## config.mk

```make
export PLATFORM = sky130hd
export DESIGN_NAME = out_xor_reduce
export DESIGN_NICKNAME = d
export VERILOG_FILES = /design/src/rtl/out_xor_reduce_pkg.sv /design/src/rtl/out_xor_reduce_node.sv /design/src/rtl/out_xor_reduce.sv
export SDC_FILE = /design/constraint.sdc
export NUM_CORES = 1
export LEC_CHECK = 0
export CAP_MARGIN = 20
export CORE_ASPECT_RATIO = 1.5
export CORE_MARGIN = 5
export CORE_UTILIZATION = 30
export CTS_BUF_LIST = sky130_fd_sc_hd__clkbuf_8
export CTS_CLUSTER_DIAMETER = 80
export DETAILED_ROUTE_END_ITERATION = 12
export SYNTH_ARGS = -nofsm -noshare
export SYNTH_HDL_FRONTEND = slang
export SYNTH_SLANG_ARGS = --single-unit
```

## constraint.sdc

```tcl
create_clock -name ap_clk -period 7.14 [get_ports ap_clk]
set_input_delay 0.714 -clock ap_clk [delete_from_list [all_inputs] [get_ports ap_clk]]
set_output_delay 0.714 -clock ap_clk [all_outputs]
set_load 0.02 [all_outputs]
```

## src/rtl/out_xor_reduce_pkg.sv

```systemverilog
// Shared definitions for the output XOR reduction stage: mode and FSM encodings
// plus elaboration-time helpers for sizing the reduction tree.
package out_xor_reduce_pkg;

  localparam logic MODE_STREAM = 1'b0;
  localparam logic MODE_SIG    = 1'b1;

  typedef enum logic [1:0] {
    ST_IDLE   = 2'd0,
    ST_RUN    = 2'd1,
    ST_DRAIN  = 2'd2,
    ST_REPORT = 2'd3
  } state_t;

  function automatic int clog2(input int n);
    int r;
    r = 0;
    for (int i = 0; i < 31; i++) begin
      if ((1 << i) < n) r = i + 1;
    end
    return r;
  endfunction

  // Nodes present at tree level l when starting from n leaves.
  function automatic int level_nodes(input int n, input int l);
    return (n + (1 << l) - 1) >> l;
  endfunction

  // Flat index of the first node of tree level l (levels numbered from 1).
  function automatic int tree_off(input int n, input int l);
    int r;
    r = 0;
    for (int k = 1; k < l; k++) r = r + level_nodes(n, k);
    return r;
  endfunction

endpackage

```

## src/rtl/out_xor_reduce_node.sv

```systemverilog
// One registered node of the reduction tree: merges two {valid, tag, data}
// operands, dropping the data of whichever side is not valid.
module out_reduce_node #(
  parameter int FOLD_WIDTH = 8
) (
  input  logic                  ap_clk,
  input  logic                  ap_rst,
  input  logic                  a_vld,
  input  logic                  a_tag,
  input  logic [FOLD_WIDTH-1:0] a_dat,
  input  logic                  b_vld,
  input  logic                  b_tag,
  input  logic [FOLD_WIDTH-1:0] b_dat,
  output logic                  y_vld,
  output logic                  y_tag,
  output logic [FOLD_WIDTH-1:0] y_dat
);

  always_ff @(posedge ap_clk) begin
    if (ap_rst) begin
      y_vld <= 1'b0;
      y_tag <= 1'b0;
      y_dat <= '0;
    end else begin
      y_vld <= a_vld | b_vld;
      y_tag <= a_tag | b_tag;
      y_dat <= (a_vld ? a_dat : '0) ^ (b_vld ? b_dat : '0);
    end
  end

endmodule

```

## src/rtl/out_xor_reduce.sv

```systemverilog
// Folds NUM_CH kernel output streams, XOR-reduces them through a registered
// pairwise tree onto the pin bus, and builds a per-run signature and word count.
module out_xor_reduce
  import out_xor_reduce_pkg::*;
#(
  parameter int NUM_CH     = 2,
  parameter int DIN_WIDTH  = 32,
  parameter int FOLD_WIDTH = 8,
  parameter int OUT_WIDTH  = 4,
  parameter int CNT_WIDTH  = 16
) (
  input  logic                        ap_clk,
  input  logic                        ap_rst,
  input  logic                        ap_start,
  input  logic                        ap_done,
  input  logic                        mode,
  input  logic [NUM_CH*DIN_WIDTH-1:0] ch_din,
  input  logic [NUM_CH-1:0]           ch_write,
  output logic [NUM_CH-1:0]           ch_full_n,
  output logic [OUT_WIDTH-1:0]        data_out,
  output logic                        data_valid,
  output logic [FOLD_WIDTH-1:0]       sig_out,
  output logic                        sig_valid,
  output logic [CNT_WIDTH-1:0]        word_cnt
);

  localparam int D          = clog2(NUM_CH);
  localparam int DIN_SLICES = DIN_WIDTH / FOLD_WIDTH;
  localparam int OUT_SLICES = FOLD_WIDTH / OUT_WIDTH;
  localparam int PC_W       = clog2(NUM_CH + 1);
  localparam int DRN_W      = clog2(D + 2) + 1;

  function automatic logic [FOLD_WIDTH-1:0] fold_din(input logic [DIN_WIDTH-1:0] x);
    logic [FOLD_WIDTH-1:0] r;
    r = '0;
    for (int i = 0; i < DIN_SLICES; i++) r = r ^ x[i*FOLD_WIDTH +: FOLD_WIDTH];
    return r;
  endfunction

  function automatic logic [OUT_WIDTH-1:0] fold_out(input logic [FOLD_WIDTH-1:0] x);
    logic [OUT_WIDTH-1:0] r;
    r = '0;
    for (int i = 0; i < OUT_SLICES; i++) r = r ^ x[i*OUT_WIDTH +: OUT_WIDTH];
    return r;
  endfunction

  function automatic logic [PC_W-1:0] popcount(input logic [NUM_CH-1:0] x);
    logic [PC_W-1:0] r;
    r = '0;
    for (int i = 0; i < NUM_CH; i++) r = r + PC_W'(x[i]);
    return r;
  endfunction

  function automatic logic [CNT_WIDTH-1:0] sat_add(input logic [CNT_WIDTH-1:0] a,
                                                   input logic [PC_W-1:0]      b);
    logic [CNT_WIDTH:0] s;
    s = {1'b0, a} + {{(CNT_WIDTH + 1 - PC_W){1'b0}}, b};
    return s[CNT_WIDTH] ? '1 : s[CNT_WIDTH-1:0];
  endfunction

  state_t               state, state_nxt;
  logic                 in_run, run_clr, drn_load, report;
  logic [DRN_W-1:0]     drn_cnt;
  logic                 full_n_q;
  logic [FOLD_WIDTH-1:0] sig_acc;
  logic [CNT_WIDTH-1:0] cnt;

  logic                  s1_vld [NUM_CH];
  logic                  s1_tag [NUM_CH];
  logic [FOLD_WIDTH-1:0] s1_dat [NUM_CH];

  logic                  root_vld, root_tag;
  logic [FOLD_WIDTH-1:0] root_dat;

  assign ch_full_n = {NUM_CH{full_n_q}};

  always_ff @(posedge ap_clk) begin
    if (ap_rst) full_n_q <= 1'b0;
    else        full_n_q <= 1'b1;
  end

  always_ff @(posedge ap_clk) begin
    if (ap_rst) state <= ST_IDLE;
    else        state <= state_nxt;
  end

  always_comb begin
    state_nxt = state;
    in_run    = 1'b0;
    run_clr   = 1'b0;
    drn_load  = 1'b0;
    report    = 1'b0;
    case (state)
      ST_IDLE: begin
        if (ap_start) begin
          state_nxt = ST_RUN;
          run_clr   = 1'b1;
        end
      end
      ST_RUN: begin
        in_run = 1'b1;
        if (ap_done) begin
          state_nxt = ST_DRAIN;
          drn_load  = 1'b1;
        end
      end
      ST_DRAIN: begin
        if (drn_cnt == DRN_W'(1)) state_nxt = ST_REPORT;
      end
      ST_REPORT: begin
        report    = 1'b1;
        state_nxt = ST_IDLE;
      end
      default: state_nxt = ST_IDLE;
    endcase
  end

  // The drain counter covers the tree depth so the last tagged word reaches sig_acc.
  always_ff @(posedge ap_clk) begin
    if (ap_rst)                drn_cnt <= '0;
    else if (drn_load)         drn_cnt <= DRN_W'(D + 1);
    else if (state == ST_DRAIN) drn_cnt <= drn_cnt - DRN_W'(1);
  end

  // ---- stage 1: per-channel fold, valid and run tag ----
  always_ff @(posedge ap_clk) begin
    if (ap_rst) begin
      for (int i = 0; i < NUM_CH; i++) begin
        s1_vld[i] <= 1'b0;
        s1_tag[i] <= 1'b0;
        s1_dat[i] <= '0;
      end
    end else begin
      for (int i = 0; i < NUM_CH; i++) begin
        s1_vld[i] <= ch_write[i];
        s1_tag[i] <= ch_write[i] & in_run;
        s1_dat[i] <= fold_din(ch_din[i*DIN_WIDTH +: DIN_WIDTH]);
      end
    end
  end

  // ---- tree stages: D registered levels of pairwise combine ----
  generate
    if (D == 0) begin : g_no_tree
      assign root_vld = s1_vld[0];
      assign root_tag = s1_tag[0];
      assign root_dat = s1_dat[0];
    end else begin : g_tree
      localparam int TREE_N = tree_off(NUM_CH, D + 1);
      logic                  t_vld [TREE_N];
      logic                  t_tag [TREE_N];
      logic [FOLD_WIDTH-1:0] t_dat [TREE_N];

      for (genvar l = 1; l <= D; l++) begin : g_lvl
        localparam int N    = level_nodes(NUM_CH, l);
        localparam int NP   = level_nodes(NUM_CH, l - 1);
        localparam int OFF  = tree_off(NUM_CH, l);
        localparam int POFF = tree_off(NUM_CH, l - 1);

        for (genvar j = 0; j < N; j++) begin : g_node
          logic                  a_vld, a_tag, b_vld, b_tag;
          logic [FOLD_WIDTH-1:0] a_dat, b_dat;

          if (l == 1) begin : g_src_in
            assign a_vld = s1_vld[2*j];
            assign a_tag = s1_tag[2*j];
            assign a_dat = s1_dat[2*j];
            if (2*j + 1 < NP) begin : g_pair
              assign b_vld = s1_vld[2*j+1];
              assign b_tag = s1_tag[2*j+1];
              assign b_dat = s1_dat[2*j+1];
            end else begin : g_odd
              assign b_vld = 1'b0;
              assign b_tag = 1'b0;
              assign b_dat = '0;
            end
          end else begin : g_src_tree
            assign a_vld = t_vld[POFF+2*j];
            assign a_tag = t_tag[POFF+2*j];
            assign a_dat = t_dat[POFF+2*j];
            if (2*j + 1 < NP) begin : g_pair
              assign b_vld = t_vld[POFF+2*j+1];
              assign b_tag = t_tag[POFF+2*j+1];
              assign b_dat = t_dat[POFF+2*j+1];
            end else begin : g_odd
              assign b_vld = 1'b0;
              assign b_tag = 1'b0;
              assign b_dat = '0;
            end
          end

          out_reduce_node #(.FOLD_WIDTH(FOLD_WIDTH)) u_node (
            .ap_clk (ap_clk),
            .ap_rst (ap_rst),
            .a_vld  (a_vld),
            .a_tag  (a_tag),
            .a_dat  (a_dat),
            .b_vld  (b_vld),
            .b_tag  (b_tag),
            .b_dat  (b_dat),
            .y_vld  (t_vld[OFF+j]),
            .y_tag  (t_tag[OFF+j]),
            .y_dat  (t_dat[OFF+j])
          );
        end
      end

      assign root_vld = t_vld[TREE_N-1];
      assign root_tag = t_tag[TREE_N-1];
      assign root_dat = t_dat[TREE_N-1];
    end
  endgenerate

  // ---- final stage: fold root onto the pin bus ----
  always_ff @(posedge ap_clk) begin
    if (ap_rst) begin
      data_out   <= '0;
      data_valid <= 1'b0;
    end else begin
      data_out   <= fold_out(root_dat);
      data_valid <= root_vld & (mode == MODE_STREAM);
    end
  end

  // ---- signature accumulation and reporting ----
  always_ff @(posedge ap_clk) begin
    if (ap_rst) begin
      sig_acc <= '0;
      cnt     <= '0;
    end else if (run_clr) begin
      sig_acc <= '0;
      cnt     <= '0;
    end else begin
      if (root_tag) sig_acc <= sig_acc ^ root_dat;
      cnt <= sat_add(cnt, popcount(ch_write & {NUM_CH{in_run}}));
    end
  end

  always_ff @(posedge ap_clk) begin
    if (ap_rst) begin
      sig_out   <= '0;
      word_cnt  <= '0;
      sig_valid <= 1'b0;
    end else begin
      sig_valid <= report & (mode == MODE_SIG);
      if (report) begin
        sig_out  <= sig_acc;
        word_cnt <= cnt;
      end
    end
  end

endmodule
```

==> results.txt <==
first-pass GRT wire length -> 12.5 mm
Worst Reg-to-Reg Cells -> 10
Max Clk Rate -> 340 MHz
Worst VDD drop -> 0.0911 mV
initial antenna violation count -> 0
pre-CTS setup slack -> 3.82 ns
DRC -> 0
Site Rows -> 50
#FFs+latches synth -> 90
CTS hold repair buffers -> 0
P&R area growth vs syn -> 35.7%
Post-CTS Repair Setup Buffers -> 0
CTS resizes -> 0
Core ar. -> 12,400 um2
placement-stage cell area -> 4920 um2
max-slew violation count -> 0
worst path arrival time -> 3.21 ns
Worst Path Required -> 7.41 ns
Routed WL per cell -> 11.3 um
cell family with most CP delay -> simple AND/OR/NAND/NOR gates
Leakage -> 1.77 nW
asr flop ratio synth -> 0
Crit path depth -> 9
post-route insts no fill -> 652
number of CTS-inserted buffers -> 9
RePlAce Congestion -> 0.721
total negative slack -> 0 ns
Avg Cell Area, Syn -> 9.58 um2
unrepaired setup endpoints after global routing -> false
Crit Path Class -> in2reg
largest net degree at the start of global routing -> 62
post-synthesis mux area share -> 0.0716
clock latency on the worst-skew pair -> 0.37 ns
# port buffers -> 102
initial cell density of the core -> 0.305
number of flops mapped to enable cells by yosys -> 0
Cells after DPL -> 636
Core Util, Final -> 0.414
total congestion overflow -> 0
pwr dens -> 222 nW/um2
Critical Path End -> cnt[1]$_SDFF_PP0_
ys flop type -> dfxtp_1
crit path buf inv count -> 2
Worst setup EP type -> flop
max cap viols -> 0
Syn Inst Count -> 394
CTS Sinks -> 90
Setup WS post-layout -> 4.20 ns
Root Driver -> clkbuf_8
area of the die -> 15,000 um2
vias in the first global route -> 2,813
crit path cell chain -> clkdlybuf4s50_1 > nand2_1 > fa_1 > inv_1 > ha_1 > nand3_2 > or4_4 > or2_4 > a21oi_1
post-route cell area -> 5120 um2
Ports -> 103
reg2reg end -> cnt[1]$_SDFF_PP0_
Slowest-stage cell, CP -> or4_4
H-tree depth -> 3
layout cells sized above 1 -> 0.0645
register area share after synthesis -> 0.477
Post-Synth Simple-Gate Area -> 0.158
reg2reg setup slack -> 4.28 ns
Hold Path Class -> reg2reg
Critical Path Source Type -> primary input
Final Hold Fails -> 0
period utilization -> 0.412
slew of the pin with the lowest slew margin -> 0.990 ns
Die X -> 102 um
CP Max Fanout -> 13
DRT iter0 DRCs -> 50
layout net count -> 571
post-synthesis compound-gate area fraction -> 0.0395
TritonRoute pass-1 iters -> 4
Rel. slew slack -> 0.339
area share of fa/ha/maj cells after synthesis -> 0.0318
CTS tree -> done
post-synthesis cell area -> 3770 um2
post-synth net total -> 474
routed via count -> 2,776
Die Y-Extent -> 147 um
XOR/XNOR Fraction of Synth Area -> 0.186
final setup vio count -> 0
Worst Setup SP -> ch_write[1]
largest family of logic cells by synthesized area -> XOR/XNOR gates
Overall Global Routing Usage -> 0.105
post-synth top area share -> 0.477
reg2reg start -> state[1]$_SDFFE_PP0P_
synth top area cells -> dfxtp_1 48%, xnor2_1 16%, nor2_1 7.3%
hpwl dp -> 5.75 mm
Layout fillers -> 1,289
Synth area leader -> dfxtp_1
Final min period -> 2.94 ns
CP max stage delay -> 0.56 ns
Final Routed Wirelength -> 7.36 mm
Clock transition at path regs -> 0.08 ns
Max clock buf depth -> 2
synth warn -> 0
vias per inst -> 4.26
Max Clock Skew -> 0.0134 ns
status -> finished clean
# diodes -> 0
Synth cell types -> 34
Final ANT Viol Nets -> 0
==> synth_stat cells, drive strengths merged, types with 2 or more instances <==
cell / n
a21oi: 14
nor2: 73
inv: 14
nor3b: 2
dfxtp: 90
buf: 6
nor3: 4
xnor2: 70
clkbuf: 12
nand4: 3
nand3: 4
nand2: 37
o21ai: 3
mux2i: 27
ha: 8
nor2b: 2
and2: 2
xor2: 10
and3: 2
nor4: 3
==> through the flow <==
step | hold slack (ns) | power, mW
final | 0.448 | 1.14
after detailed placement | 0.434 | 0.804
after global placement | 0.421 | 0.798
after floorplan | 0.411 | 0.724
after CTS | 0.456 | 1.16
after global routing | 0.482 | 1.21
==> cells in the final DEF (no fill, tap or decap), drive strengths merged, types with 2 or more instances in the layout <==
master / instances
nor3b: 2
and2: 2
xnor2: 70
o21ai: 3
dfxtp: 90
nand2: 37
clkdlybuf4s50: 101
nor2: 73
nand3: 4
nor2b: 2
ha: 8
xor2: 10
and3: 2
a21oi: 14
nor4: 3
clkinv: 2
clkbuf: 11
nand4: 3
inv: 16
nor3: 4
buf: 3
mux2i: 27
==> power by group <==
group          leakage (nW)  switching, mW  internal, mW
clock network         0.112          0.173         0.180
registers             0.733         0.0212         0.537
logic                 0.925          0.109         0.119
total                  1.77          0.303         0.836
==> logic make-up after synthesis <==
family                     Yosys count
xor gates and xnor gates            80
muxes                               27
buffers and inverters               32
DFF                                 90
adders and majority gates            9
and+or+nand+nor                    136
AOI/OAI and AO/OA                   20
==> metal layers <==
| layer | vias to the layer above | GRT usage | part of all wire | wire length [um] |
|---|---|---|---|---|
| met1 | 1249 | 0.107 | 0.38 | 2830 |
| met4 | 0 | 0.0519 | 0.019 | 142 |
| li1 | 1438 | - | - | - |
| met3 | 12 | 0.0428 | 0.079 | 580 |
| met5 | - | 0 | 0 | 0 |
| met2 | 77 | 0.181 | 0.52 | 3810 |
==> worst reg2reg max path, delay by kind of cell, from the launching register on <==
kind | cells | cell delay [ns]
AND/OR/NAND/NOR | 4 | 1.15
adder cells (fa/ha/maj) | 3 | 0.90
buffers and inverters | 2 | 0.20
flip-flops | 1 | 0.35
AO/OA/AOI/OAI | 1 | 0.18
==> layout make-up <==
type                    count  area, um2  area share
multi-input cells         272       1840       0.358
flip-flops and latches     90       1800       0.352
repair buffers            104       1030       0.201
well taps                 156        195      0.0381
clock buffers              11        151      0.0296
clock inverters             5       55.1      0.0107
inverters                  14       52.6      0.0103
==> how the worst min path moves through the flow <==
stage                                        from                                                end  slack (ns)  cells past startpoint
after floorplan           s1_tag[0][0]$_SDFF_PP0_  g_tree.g_lvl[1].g_node[0].u_node.y_tag$_SDFF_PP0_        0.41                      2
after global placement    s1_tag[0][0]$_SDFF_PP0_  g_tree.g_lvl[1].g_node[0].u_node.y_tag$_SDFF_PP0_        0.42                      2
after detailed placement  s1_tag[0][1]$_SDFF_PP0_  g_tree.g_lvl[1].g_node[0].u_node.y_tag$_SDFF_PP0_        0.43                      2
after CTS                 s1_tag[0][1]$_SDFF_PP0_  g_tree.g_lvl[1].g_node[0].u_node.y_tag$_SDFF_PP0_        0.46                      2
after global routing      s1_tag[0][0]$_SDFF_PP0_  g_tree.g_lvl[1].g_node[0].u_node.y_tag$_SDFF_PP0_        0.48                      2
final                     s1_tag[0][1]$_SDFF_PP0_  g_tree.g_lvl[1].g_node[0].u_node.y_tag$_SDFF_PP0_        0.45                      2
==> state kept, by name, indices dropped and copies added, names as in the netlist <==
signal and flops:
data_out 4, data_valid 1, word_cnt 16, s1_tag 2, sig_out 8, sig_valid 1
sig_acc 8, s1_dat 16, cnt 16, state 2, drn_cnt 3, s1_vld 2
g_tree.g_lvl.g_node.u_node.y_vld 1, g_tree.g_lvl.g_node.u_node.y_dat 8, g_tree.g_lvl.g_node.u_node.y_tag 1, full_n_q 1
(Power assumes the default switching activity.)
